--- src/rtl/add_exec_pipe.sv ---
// Add/logic execution unit for the Tomasulo core.
// Takes one ready instruction from the add reservation stations and runs it
// for LATENCY cycles. It then holds the result on the CDB until the arbiter
// grants it. A flush kills the in-flight op. op_count is CNT_W bits wide and
// saturates at all-ones; the core uses the default width of 16.
module add_exec_pipe #(
    parameter int DATA_W  = 8,
    parameter int RES_W   = 16,
    parameter int ROB_W   = 3,
    parameter int RS_W    = 3,
    parameter int REG_W   = 4,
    parameter int LATENCY = 4,
    parameter int CNT_W   = 16
) (
    input  logic              clk1,
    input  logic              rst,
    input  logic              issue_valid,
    output logic              issue_ready,
    input  logic [3:0]        func,
    input  logic [DATA_W-1:0] rs1_data,
    input  logic [DATA_W-1:0] rs2_data,
    input  logic [ROB_W-1:0]  rob_ind,
    input  logic [RS_W-1:0]   rs_index,
    input  logic [REG_W-1:0]  rd,
    input  logic              flush,
    output logic              cdb_valid,
    input  logic              cdb_grant,
    output logic [RES_W-1:0]  cdb_data,
    output logic [ROB_W-1:0]  cdb_rob,
    output logic [REG_W-1:0]  cdb_rd,
    output logic [RS_W-1:0]   cdb_rs,
    output logic              cdb_illegal,
    output logic [CNT_W-1:0]  op_count
);

    // state | meaning
    // IDLE  | free, accepts an issue this cycle
    // EXEC  | operands latched, counting execute cycles
    // WB    | result on CDB, waiting for grant
    typedef enum logic [1:0] {S_IDLE, S_EXEC, S_WB} state_t;

    localparam int CW = (LATENCY > 1) ? $clog2(LATENCY) : 1;
    localparam logic [CW-1:0] LAST = CW'(LATENCY - 1);

    state_t             state_q, state_d;
    logic [CW-1:0]      cnt_q;
    logic [3:0]         func_q;
    logic [DATA_W-1:0]  a_q, b_q;
    logic [ROB_W-1:0]   rob_q;
    logic [RS_W-1:0]    rs_q;
    logic [REG_W-1:0]   rd_q;
    logic [RES_W-1:0]   cdb_data_q;
    logic [ROB_W-1:0]   cdb_rob_q;
    logic [REG_W-1:0]   cdb_rd_q;
    logic [RS_W-1:0]    cdb_rs_q;
    logic               cdb_ill_q;
    logic [CNT_W-1:0]   op_count_q;

    logic [DATA_W:0]    sum_w, diff_w;
    logic               slt_w;
    logic [RES_W-1:0]   res_d;
    logic               ill_d;
    logic               accept, exec_done, wb_load, grant_ok;

    assign accept    = (state_q == S_IDLE) && issue_valid && !flush;
    assign exec_done = (state_q == S_EXEC) && (cnt_q == LAST);
    // A flush on the last execute edge must not let the result reach the bus.
    assign wb_load   = exec_done && !flush;
    assign grant_ok  = (state_q == S_WB) && cdb_grant && !flush;

    // State register.
    always_ff @(posedge clk1) begin
        if (rst) state_q <= S_IDLE;
        else     state_q <= state_d;
    end

    // Next-state logic. Flush returns to IDLE from any state.
    always_comb begin
        state_d = state_q;
        case (state_q)
            S_IDLE:  if (issue_valid) state_d = S_EXEC;
            S_EXEC:  if (cnt_q == LAST) state_d = S_WB;
            S_WB:    if (cdb_grant) state_d = S_IDLE;
            default: state_d = S_IDLE;
        endcase
        if (flush) state_d = S_IDLE;
    end

    // Handshake outputs come straight from the registered state.
    always_comb begin
        issue_ready = (state_q == S_IDLE);
        cdb_valid   = (state_q == S_WB);
    end

    // Result of the latched op. Sub is a (DATA_W+1)-bit difference, sign-extended.
    always_comb begin
        sum_w  = {1'b0, a_q} + {1'b0, b_q};
        diff_w = {1'b0, a_q} - {1'b0, b_q};
        slt_w  = $signed(a_q) < $signed(b_q);
        res_d  = '0;
        ill_d  = 1'b0;
        case (func_q)
            4'h0:    res_d = RES_W'(sum_w);
            4'h1:    res_d = RES_W'($signed(diff_w));
            4'h2:    res_d = RES_W'(a_q & b_q);
            4'h3:    res_d = RES_W'(a_q | b_q);
            4'h4:    res_d = RES_W'(a_q ^ b_q);
            4'h5:    res_d = RES_W'(slt_w);
            default: ill_d = 1'b1;
        endcase
    end

    // Operand and tag capture on accept, plus the execute cycle counter.
    always_ff @(posedge clk1) begin
        if (rst) begin
            cnt_q  <= '0;
            func_q <= '0;
            a_q    <= '0;
            b_q    <= '0;
            rob_q  <= '0;
            rs_q   <= '0;
            rd_q   <= '0;
        end else if (accept) begin
            cnt_q  <= '0;
            func_q <= func;
            a_q    <= rs1_data;
            b_q    <= rs2_data;
            rob_q  <= rob_ind;
            rs_q   <= rs_index;
            rd_q   <= rd;
        end else if ((state_q == S_EXEC) && (cnt_q != LAST)) begin
            cnt_q  <= cnt_q + CW'(1);
        end
    end

    // CDB payload is loaded only when entering WB, so it stays stable through a stall.
    always_ff @(posedge clk1) begin
        if (rst) begin
            cdb_data_q <= '0;
            cdb_rob_q  <= '0;
            cdb_rd_q   <= '0;
            cdb_rs_q   <= '0;
            cdb_ill_q  <= 1'b0;
        end else if (wb_load) begin
            cdb_data_q <= res_d;
            cdb_rob_q  <= rob_q;
            cdb_rd_q   <= rd_q;
            cdb_rs_q   <= rs_q;
            cdb_ill_q  <= ill_d;
        end
    end

    // Saturating count of granted broadcasts. A flush cancels the grant.
    always_ff @(posedge clk1) begin
        if (rst)                                   op_count_q <= '0;
        else if (grant_ok && (op_count_q != '1))   op_count_q <= op_count_q + CNT_W'(1);
    end

    assign cdb_data    = cdb_data_q;
    assign cdb_rob     = cdb_rob_q;
    assign cdb_rd      = cdb_rd_q;
    assign cdb_rs      = cdb_rs_q;
    assign cdb_illegal = cdb_ill_q;
    assign op_count    = op_count_q;

endmodule
--- config.mk ---
export PLATFORM = sky130hd
export DESIGN_NAME = add_exec_pipe
export DESIGN_NICKNAME = d
export VERILOG_FILES = /design/src/rtl/add_exec_pipe.sv
export SDC_FILE = /design/constraint.sdc
export NUM_CORES = 1
export LEC_CHECK = 0
export CAP_MARGIN = 0
export CORE_UTILIZATION = 56
export CTS_CLUSTER_SIZE = 24
export DETAILED_ROUTE_END_ITERATION = 6
export HOLD_SLACK_MARGIN = 0.12
export PLACE_DENSITY = 0.95
export SYNTH_ARGS = -nofsm -noshare
export SYNTH_HDL_FRONTEND = slang
export SYNTH_SLANG_ARGS = --single-unit
--- constraint.sdc ---
create_clock -name clk1 -period 3.3 [get_ports clk1]
set_input_delay 0.66 -clock clk1 [delete_from_list [all_inputs] [get_ports clk1]]
set_output_delay 0.66 -clock clk1 [all_outputs]
set_load 0.02 [all_outputs]
# Word-level counts from Yosys, hierarchy flattened
# Cells that the tools add are included.
# op_classes
add_sub_neg,4
eq_ne,13
bitwise,3
n_mux,6
magnitude_cmp,1
reduce_logical,15
# op_table
operator,count
one-hot mux 16 bit (6 select lines),1
"adder 16 x 1 -> 16 bit, second input constant",1
"!= test 16 bit, second input constant",1
adder 8 x 8 -> 9 bit,1
subtractor 8 x 8 -> 9 bit,1
bitwise AND 8 bit,1
"equality test 4 x 2 -> 1 bit, second input constant",2
"equality test 4 x 3 -> 1 bit, second input constant",2
logical AND 1 bit,8
less-than comparator 8 bit,1
bitwise OR 8 bit,1
XOR 8 bit,1
2-to-1 mux 2 bit,3
"!= test 2 bit, second input constant",3
one-hot mux 2 bit (3 select lines),1
OR reduction 6 bit,1
"equality test 2 bit, second input constant",2
"equality test 4 x 1 -> 1 bit, second input constant",1
zero test 4 bit,1
OR reduction 2 bit,2
AND reduction 3 bit,1
"adder 2 x 1 -> 2 bit, second input constant",1
"equality test 2 x 1 -> 1 bit, second input constant",1
zero test 2 bit,1
other kinds (3),3
# word_totals
out_inout_bits,45
ff_bits,77
elab_cells,56
in_bits,35

# Longest topological paths before layout
# Gate-level depths: netlist (run 1).
# logic_depth
depth_word,4
ltp_mapped,9
ltp_nobuf,9

# Least setup slack after synthesis (run 1)
# No wires, ideal clock.
# synth_timing
path_type,register -> register
start,register a_q[0]
end,"register cdb_data_q[6], in the netlist cdb_data[6]"
stages_incl_launch_ff,10
arrival_time_ps,1917
required_ps,3184
setup_time_ps,116
path_slack_ps,1267
period_less_slack_ps,2033
n_path_buf,0
path_cell_list,dfxtp_1 -> inv_1 -> ha_1 -> fa_1 -> o21ba_2 -> o21bai_1 -> a2111oi_0 -> nor2_1 -> o21ai_0 -> a31o_2
# synth_via
elab_chain_cells,2
elab_cells_between_ends,3
cone_classes,add/sub (2); mux (1)
# synth_rtl
element,line,source
from (decl),48,"logic [DATA_W-1:0] a_q, b_q;"
from (signal assigned),126,a_q <= rs1_data;
subtractor 8 x 8 -> 9 bit / adder 8 x 8 -> 9 bit (equally long branches),"98, 97",
one-hot mux 16 bit (6 select lines) (*),102,case (func_q)
to (signal assigned),145,cdb_data_q <= res_d;
to (decl),52,logic [RES_W-1:0] cdb_data_q;
# Every way passes the cells marked *; elsewhere a longest branch is shown, timed or not.
# A chain may end at the register's enable or synchronous reset.

# Worst setup path in the final report (run 1)
# layout_timing
start,register a_q[0]
end,"register cdb_data_q[14], in the netlist cdb_data[14]"
# layout_via
elab_chain_cells,2
# layout_rtl
element,line,source
subtractor 8 x 8 -> 9 bit,98,"diff_w = {1'b0, a_q} - {1'b0, b_q};"
one-hot mux 16 bit (6 select lines),102,
# No other way between the ends.

==> results of run 1 <==
==> sequential cells by signal (all words and copies together), names as in the netlist, 4 cells and up <==
signal	count
op_count	16
cdb_data	10
rd_q	4
b_q	8
func_q	4
cdb_rd	4
a_q	8
==> cell usage after synthesis, types with 3 or more instances <==
library cell  number
o21ai_0           12
nand4_1            5
or3_1              3
a21o_1             3
nor2_1            40
xnor2_1            8
nor3_1            10
ha_1              30
inv_1             27
a21oi_1           57
xor2_1             6
buf_4              7
nand3_1           11
buf_2              4
a2bb2oi_1          3
a211oi_1           3
and3_1             4
dfxtp_1           71
and4_1             3
clkbuf_1          17
nand2_1          110
a221oi_1           3
o2111ai_1          3
nor2b_1            6
a31oi_1            3
mux2i_1            4
a22oi_1            3
==> cells by family (layout without fill, tap and decap cells) <==
logic type                 after synthesis  after routing  synth area share
DFF                                     71             71            0.3584
AOI/OAI and AO/OA                      118            118            0.1902
buffers and inverters                   56            126           0.06088
xor gates and xnor gates                14             14           0.03092
muxes                                    4              4           0.01010
adders and majority gates               32             32            0.1047
and+or+nand+nor                        212            212            0.2448
==> worst max-delay path by stage <==
stage                                   start                        end  slack, ps  depth (start not counted)
after global placement                  flush   cdb_data[0]$_SDFFE_PP0P_        730                          6
after CTS                 a_q[0]$_SDFFE_PP0P_  cdb_data[14]$_SDFFE_PP0P_        940                          9
final                     a_q[0]$_SDFFE_PP0P_  cdb_data[14]$_SDFFE_PP0P_        900                          9
after floorplan           a_q[0]$_SDFFE_PP0P_   cdb_data[6]$_SDFFE_PP0P_       1270                          9
after detailed placement                flush   cdb_data[0]$_SDFFE_PP0P_        640                          6
after global routing      a_q[0]$_SDFFE_PP0P_  cdb_data[14]$_SDFFE_PP0P_        790                          9
==> power by group <==
part | total (mW) | switching [mW] | internal (mW)
sequential | 0.897 | 0.0221 | 0.875
combinational | 0.242 | 0.136 | 0.106
clock | 0.653 | 0.357 | 0.297
==> per-stage QoR <==
step                      hold slack [ps]  cell area (um^2)  setup WS (ps)
after global placement              436.4              4761          732.1
after global routing                479.4              4943          787.4
after floorplan                     432.1              3966           1267
final                               458.7              4943          897.4
after CTS                           457.8              4943          940.7
after detailed placement            446.3              4761          644.8
==> layer usage <==
layer  track usage  up-vias  share of wire
met5             0        -              0
met2        0.4899      218           0.50
li1              -     1857              -
met4        0.1364        0          0.033
met1        0.3317     1850           0.38
met3       0.09432       51          0.082
==> area by class of cell <==
cell class / count / share of cell area
timing repair buffer: 82 / 0.1635
clock buffer: 10 / 0.02784
sequential: 71 / 0.2875
tap: 96 / 0.02430
multi-input combinational: 380 / 0.4665
clock inverter: 6 / 0.009112
inverter: 28 / 0.02126
==> worst reg2reg max path: cells and delay by family (launching register included) <==
kind / cells / cell delay, ps
AOI/OAI and AO/OA: 4 / 800
adders and majority gates: 2 / 640
buffers and inverters: 1 / 70
DFF: 1 / 360
and+or+nand+nor: 2 / 390
==> results.sh, run 1 <==
export IMPL_cp_end_kind="register"
export IMPL_final_common_cell="nand2_1"
export IMPL_final_core_util=0.7236
export IMPL_core_area_um2=6832
export IMPL_p_leak_nw=1.808
export IMPL_placedCellCount=657
export IMPL_synth_top_area_share=0.3584
export IMPL_cts_hold_buf=0
export IMPL_grt_first_pass_wirelength_mm=17.07
export IMPL_fp_dieW_um=86.16
export IMPL_wl_mm=10.32
export IMPL_final_layout_size_suffix_gt1_frac=0.06066
export IMPL_post_cts_buffers=0
export IMPL_drv_slew=0
export IMPL_relSlewSlack=0.4372
export IMPL_final_cell_count_no_fill=673
export IMPL_synth_area_per_cell_um2=7.823
export IMPL_cp_top_family="compound AO/OA/AOI/OAI gates"
export IMPL_fin_skew_ps=10.04
export IMPL_status="completed"
export IMPL_vias_per_cell=5.908
export IMPL_cts_tree="yes"
export IMPL_synth_area_top_cells="dfxtp_1 (36%), nand2_1 (10%), ha_1 (9.5%)"
export IMPL_crit_chain="inv_1, ha_1, fa_1, o21ba_2, or2b_1, a21o_1, o21ai_0, or2_2, a21oi_1"
export IMPL_setup_viol=0
export IMPL_start_kind="register"
export IMPL_globalRouteOverflowTotal=0
export IMPL_hold_violations=0
export IMPL_yosysSeqAreaShare=0.3584
export IMPL_final_cell_mix="nand2_1 (110), clkdlybuf4s50_1 (78), dfxtp_1 (71)"
export IMPL_r2r_start="a_q[0]$_SDFFE_PP0P_"
export IMPL_slowest_delay_ps=420
export IMPL_synth_distinct_cells=67
export IMPL_n_fill_cell=516
export IMPL_cts_resized_gates=0
export IMPL_row_count=30
export IMPL_drc=0
export IMPL_hpwlAfterDp_mm=7.213
export IMPL_htreeDepth=3
export IMPL_die_h_um=86.16
export IMPL_drt_pass1_iterations=7
export IMPL_worstReg2RegEnd="cdb_data[14]$_SDFFE_PP0P_"
export IMPL_ys_warn_count=0
export IMPL_reg2reg_slack_ps=900
export IMPL_cts_made_buffers=9
export IMPL_tns_ps=0
export IMPL_hold_path_end="rd_q[2]$_SDFFE_PP0P_"
export IMPL_port_buffers=79
export IMPL_grt_max_degree=48
export IMPL_synth_area_leader_cell="dfxtp_1"
export IMPL_critPathKind="register to register"
export IMPL_cp_slowest_cell="fa_1"
export IMPL_synth_edf_count=0
export IMPL_hold_path_class="register to register"
export IMPL_worstMarginPinSlew_ps=844.1
export IMPL_hold_depth=2
export IMPL_dominantRegCellSynth="dfxtp_1"
export IMPL_synth_area_um2=3966
export IMPL_vias=3976
export IMPL_min_from="rd_q[2]$_SDFFE_PP0P_"
export IMPL_drt_wirelength_per_cell_um=15.33
export IMPL_clock_sinks=71
export IMPL_critPathRequiredTime_ps=3530
export IMPL_ys_ff_latch=71
export IMPL_seq_area_um2=1421
export IMPL_fmax_mhz=416.2
export IMPL_cts_root_buf="clkbuf_8"
export IMPL_synth_cells=507
export IMPL_layout_nets=639
export IMPL_period_share=0.7281
export IMPL_cts_buffer_depth=2
export IMPL_num_antenna_cells=0
export IMPL_multiInputGateArea_um2=2306
export IMPL_drtAntennaViolNets=0
export IMPL_syn_nets=574
export IMPL_path_max_fanout=3
export IMPL_gp_congestion=1.013
export IMPL_die_area_um2=7424
export IMPL_drtIter0Drc=419
export IMPL_rsz0062_at_grt="false"
export IMPL_syn_to_final_growth_pct=24.64
export IMPL_synthArstFlopShare=0
export IMPL_final_min_clock_period_ps=2403
export IMPL_reg2regPathDepth=9
export IMPL_grt_pass1_vias=3814
export IMPL_antenna_found_initial=0
export IMPL_clk_latency_ps=360
export IMPL_clk_pin_slew_ps=80
export IMPL_maxCapViolations=0
export IMPL_worstPathArrival_ps=2630
export IMPL_initial_core_util=0.5806
export IMPL_io_pins=80
export IMPL_ir_worst_vdd_mv=0.3167
export IMPL_p_total_mw=1.792
export IMPL_cp_num_buf_inv=1
export IMPL_track_usage=0.2901
export IMPL_p_per_area_nw_per_um2=362.5
(Power assumes the default switching activity.)
==> inputs of run 2 (changes only) <==
--- a/config.mk
+++ b/config.mk
@@ -6,11 +6,11 @@
 export NUM_CORES = 1
 export LEC_CHECK = 0
 export CAP_MARGIN = 0
-export CORE_UTILIZATION = 56
+export CORE_UTILIZATION = 47
 export CTS_CLUSTER_SIZE = 24
 export DETAILED_ROUTE_END_ITERATION = 6
 export HOLD_SLACK_MARGIN = 0.12
-export PLACE_DENSITY = 0.95
+export PLACE_DENSITY = 0.87
 export SYNTH_ARGS = -nofsm -noshare
 export SYNTH_HDL_FRONTEND = slang
 export SYNTH_SLANG_ARGS = --single-unit
==> constraint.sdc (replaced) <==
create_clock -name clk1 -period 2 [get_ports clk1]
set_input_delay 0.4 -clock clk1 [delete_from_list [all_inputs] [get_ports clk1]]
set_output_delay 0.4 -clock clk1 [all_outputs]
set_load 0.02 [all_outputs]
==> run 2 against run 1 <==
Net effect:
- the run now ends with negative setup slack left
- first-iteration DRC count decreased by 27%
- count of clock-buffer cells in the layout unchanged
- final cell count increased by 8.5%
- clock skew decreased by 2.1 ps
- die area increased by 19%
- wire length increased by 7.6%
- sequential share of layout area decreased by 2.6 points
- hold slack got worse by 7.3 ps
- via count increased by 2.3%
- highest routed layer unchanged
==> results.sh, run 2 (synthesis results as in run 1) <==
export IMPL_status="complete, but fails checks"
export IMPL_violations="negative setup slack"
export IMPL_grt_max_degree=33
export IMPL_clock_sinks=71
export IMPL_io_pins=80
export IMPL_cts_root_buf="clkbuf_8"
export IMPL_largest_reg_flops=16
export IMPL_maxCapViolations=0
export IMPL_relSlewSlack=0.5431
export IMPL_vias=4067
export IMPL_cp_top_family="compound AO/OA/AOI/OAI gates"
export IMPL_final_layout_size_suffix_gt1_frac=0.1744
export IMPL_drtAntennaViolNets=0
export IMPL_p_leak_nw=2.089
export IMPL_rsz0062_at_grt="true"
export IMPL_grt_pass1_vias=3920
export IMPL_cts_buffer_depth=2
export IMPL_p_clk_frac=0.367
export IMPL_critPathKind="register to register"
export IMPL_gp_congestion=0.9241
export IMPL_fmax_mhz=486.0
export IMPL_drt_pass1_iterations=5
export IMPL_port_buffers=79
export IMPL_crit_chain="ha_4, inv_2, fa_2, nor2b_2, o21ai_1, a21o_1, a211oi_2, o211ai_1, a311oi_1"
export IMPL_min_from="rd_q[0]$_SDFFE_PP0P_"
export IMPL_hold_violations=0
export IMPL_fin_skew_ps=7.985
export IMPL_swShare=0.2705
export IMPL_start_kind="register"
export IMPL_p_per_area_nw_per_um2=574.9
export IMPL_worstPathArrival_ps=2320
export IMPL_layout_nets=688
export IMPL_clk_pin_slew_ps=80
export IMPL_track_usage=0.2602
export IMPL_wl_mm=11.10
export IMPL_cp_num_buf_inv=1
export IMPL_cts_tree="yes"
export IMPL_finalHoldWorstSlack_ps=451.4
export IMPL_drt_wirelength_per_cell_um=15.20
export IMPL_cp_slowest_cell="dfxtp_4"
export IMPL_p_total_mw=3.157
export IMPL_drv_slew=0
export IMPL_final_cell_count_no_fill=730
export IMPL_period_share=1.029
export IMPL_worstMarginPinSlew_ps=679.7
export IMPL_syn_to_final_growth_pct=38.45
export IMPL_dp_slack_ps=-238.9
export IMPL_num_antenna_cells=0
export IMPL_die_area_um2=8811
export IMPL_final_cell_mix="nand2_1 (110), clkdlybuf4s50_1 (76), dfxtp_1 (65)"
export IMPL_ir_worst_vdd_mv=0.3576
export IMPL_combinationalPowerShare=0.168
export IMPL_r2r_start="a_q[0]$_SDFFE_PP0P_"
export IMPL_slowest_delay_ps=380
export IMPL_fp_dieW_um=93.87
export IMPL_final_min_clock_period_ps=2058
export IMPL_tns_ps=-143.6
export IMPL_path_max_fanout=3
export IMPL_setup_slack_ps=-57.54
export IMPL_clk_latency_ps=350
export IMPL_vias_per_cell=5.571
export IMPL_setup_viol=4
export IMPL_grt_first_pass_wirelength_mm=17.81
export IMPL_antenna_found_initial=0
export IMPL_p_seq_frac=0.466
export IMPL_hold_path_class="register to register"
export IMPL_critPathRequiredTime_ps=2260
export IMPL_htreeDepth=3
export IMPL_cts_made_buffers=9
export IMPL_core_area_um2=8175
export IMPL_internal_power_mw=2.303
export IMPL_initial_core_util=0.4852
export IMPL_row_count=33
export IMPL_hpwlAfterDp_mm=8.038
export IMPL_globalRouteOverflowTotal=0
export IMPL_cp_end_kind="register"
export IMPL_crit_path_start="a_q[0]$_SDFFE_PP0P_"
export IMPL_drc=0
export IMPL_p_sw_mw=0.8539
export IMPL_placedCellCount=710
export IMPL_final_common_cell="nand2_1"
export IMPL_die_h_um=93.87
export IMPL_drtIter0Drc=306
[run 2: cell count changes in the layout (fill, tap and decap cells not counted), sizes merged]
cell           change
clkdlybuf4s50      -2
clkinv             -1
buf               +49
dlymetal6s2s       +1
dlygate4sd2        +1
bufinv             +1
clkinvlp           -1
[run 2: per-stage QoR]
stage	area, um^2	util
after global routing	5492	0.6717
after floorplan	3966	-
final	5492	0.6717
after detailed placement	5115	0.6257
after global placement	5115	0.6257
after CTS	5404	0.6610
[run 2: path summary, 6_finish.rpt]
check | slack, ps | depth (start not counted) | to
hold / removal | 450 | 2 | cdb_rd[0]$_SDFFE_PP0P_
hold reg to reg | 450 | 2 | cdb_rd[0]$_SDFFE_PP0P_
setup reg to reg | -60 | 9 | cdb_data[8]$_SDFFE_PP0P_
setup / recovery | -60 | 9 | cdb_data[8]$_SDFFE_PP0P_
[run 2: final cells by class]
cell class / instances / area [um^2]
inverters: 28 / 105.1
fillers: 631 / 2684
clock buffers: 10 / 137.6
well taps: 105 / 131.4
flip-flops and latches: 71 / 1434
clock inverters: 5 / 56.30
multi-input cells: 380 / 2425
repair buffers: 131 / 1202
[run 2: power by group through the flow]
| stage | clock (mW) | combinational [mW] | sequential [mW] |
|---|---|---|---|
| after floorplan | 0 | 0.263 | 1.50 |
| after global routing | 1.23 | 0.573 | 1.47 |
| after global placement | 0 | 0.462 | 1.50 |
| final | 1.16 | 0.530 | 1.47 |
| after detailed placement | 0 | 0.476 | 1.50 |
| after CTS | 1.17 | 0.505 | 1.47 |
[run 2: layer usage]
layer	up-vias	track usage	wire length, um
li1	1955	-	-
met1	1917	0.2901	4492
met2	165	0.4702	5544
met3	30	0.05421	766
met4	0	0.1192	295
met5	-	0	0
[run 2: repair_timing]
action,in CTS,in global routing
hold buffers,0,0
setup buffers,1,4
endpoints found under the setup margin,8,11
gates resized for setup,26,16
pin swaps,10,14
[run 2: worst min-delay path, cell delays in order, from the launching register on]
cell and delay [ps]:
dfxtp_1 310, nand2_1 50, a21oi_1 50
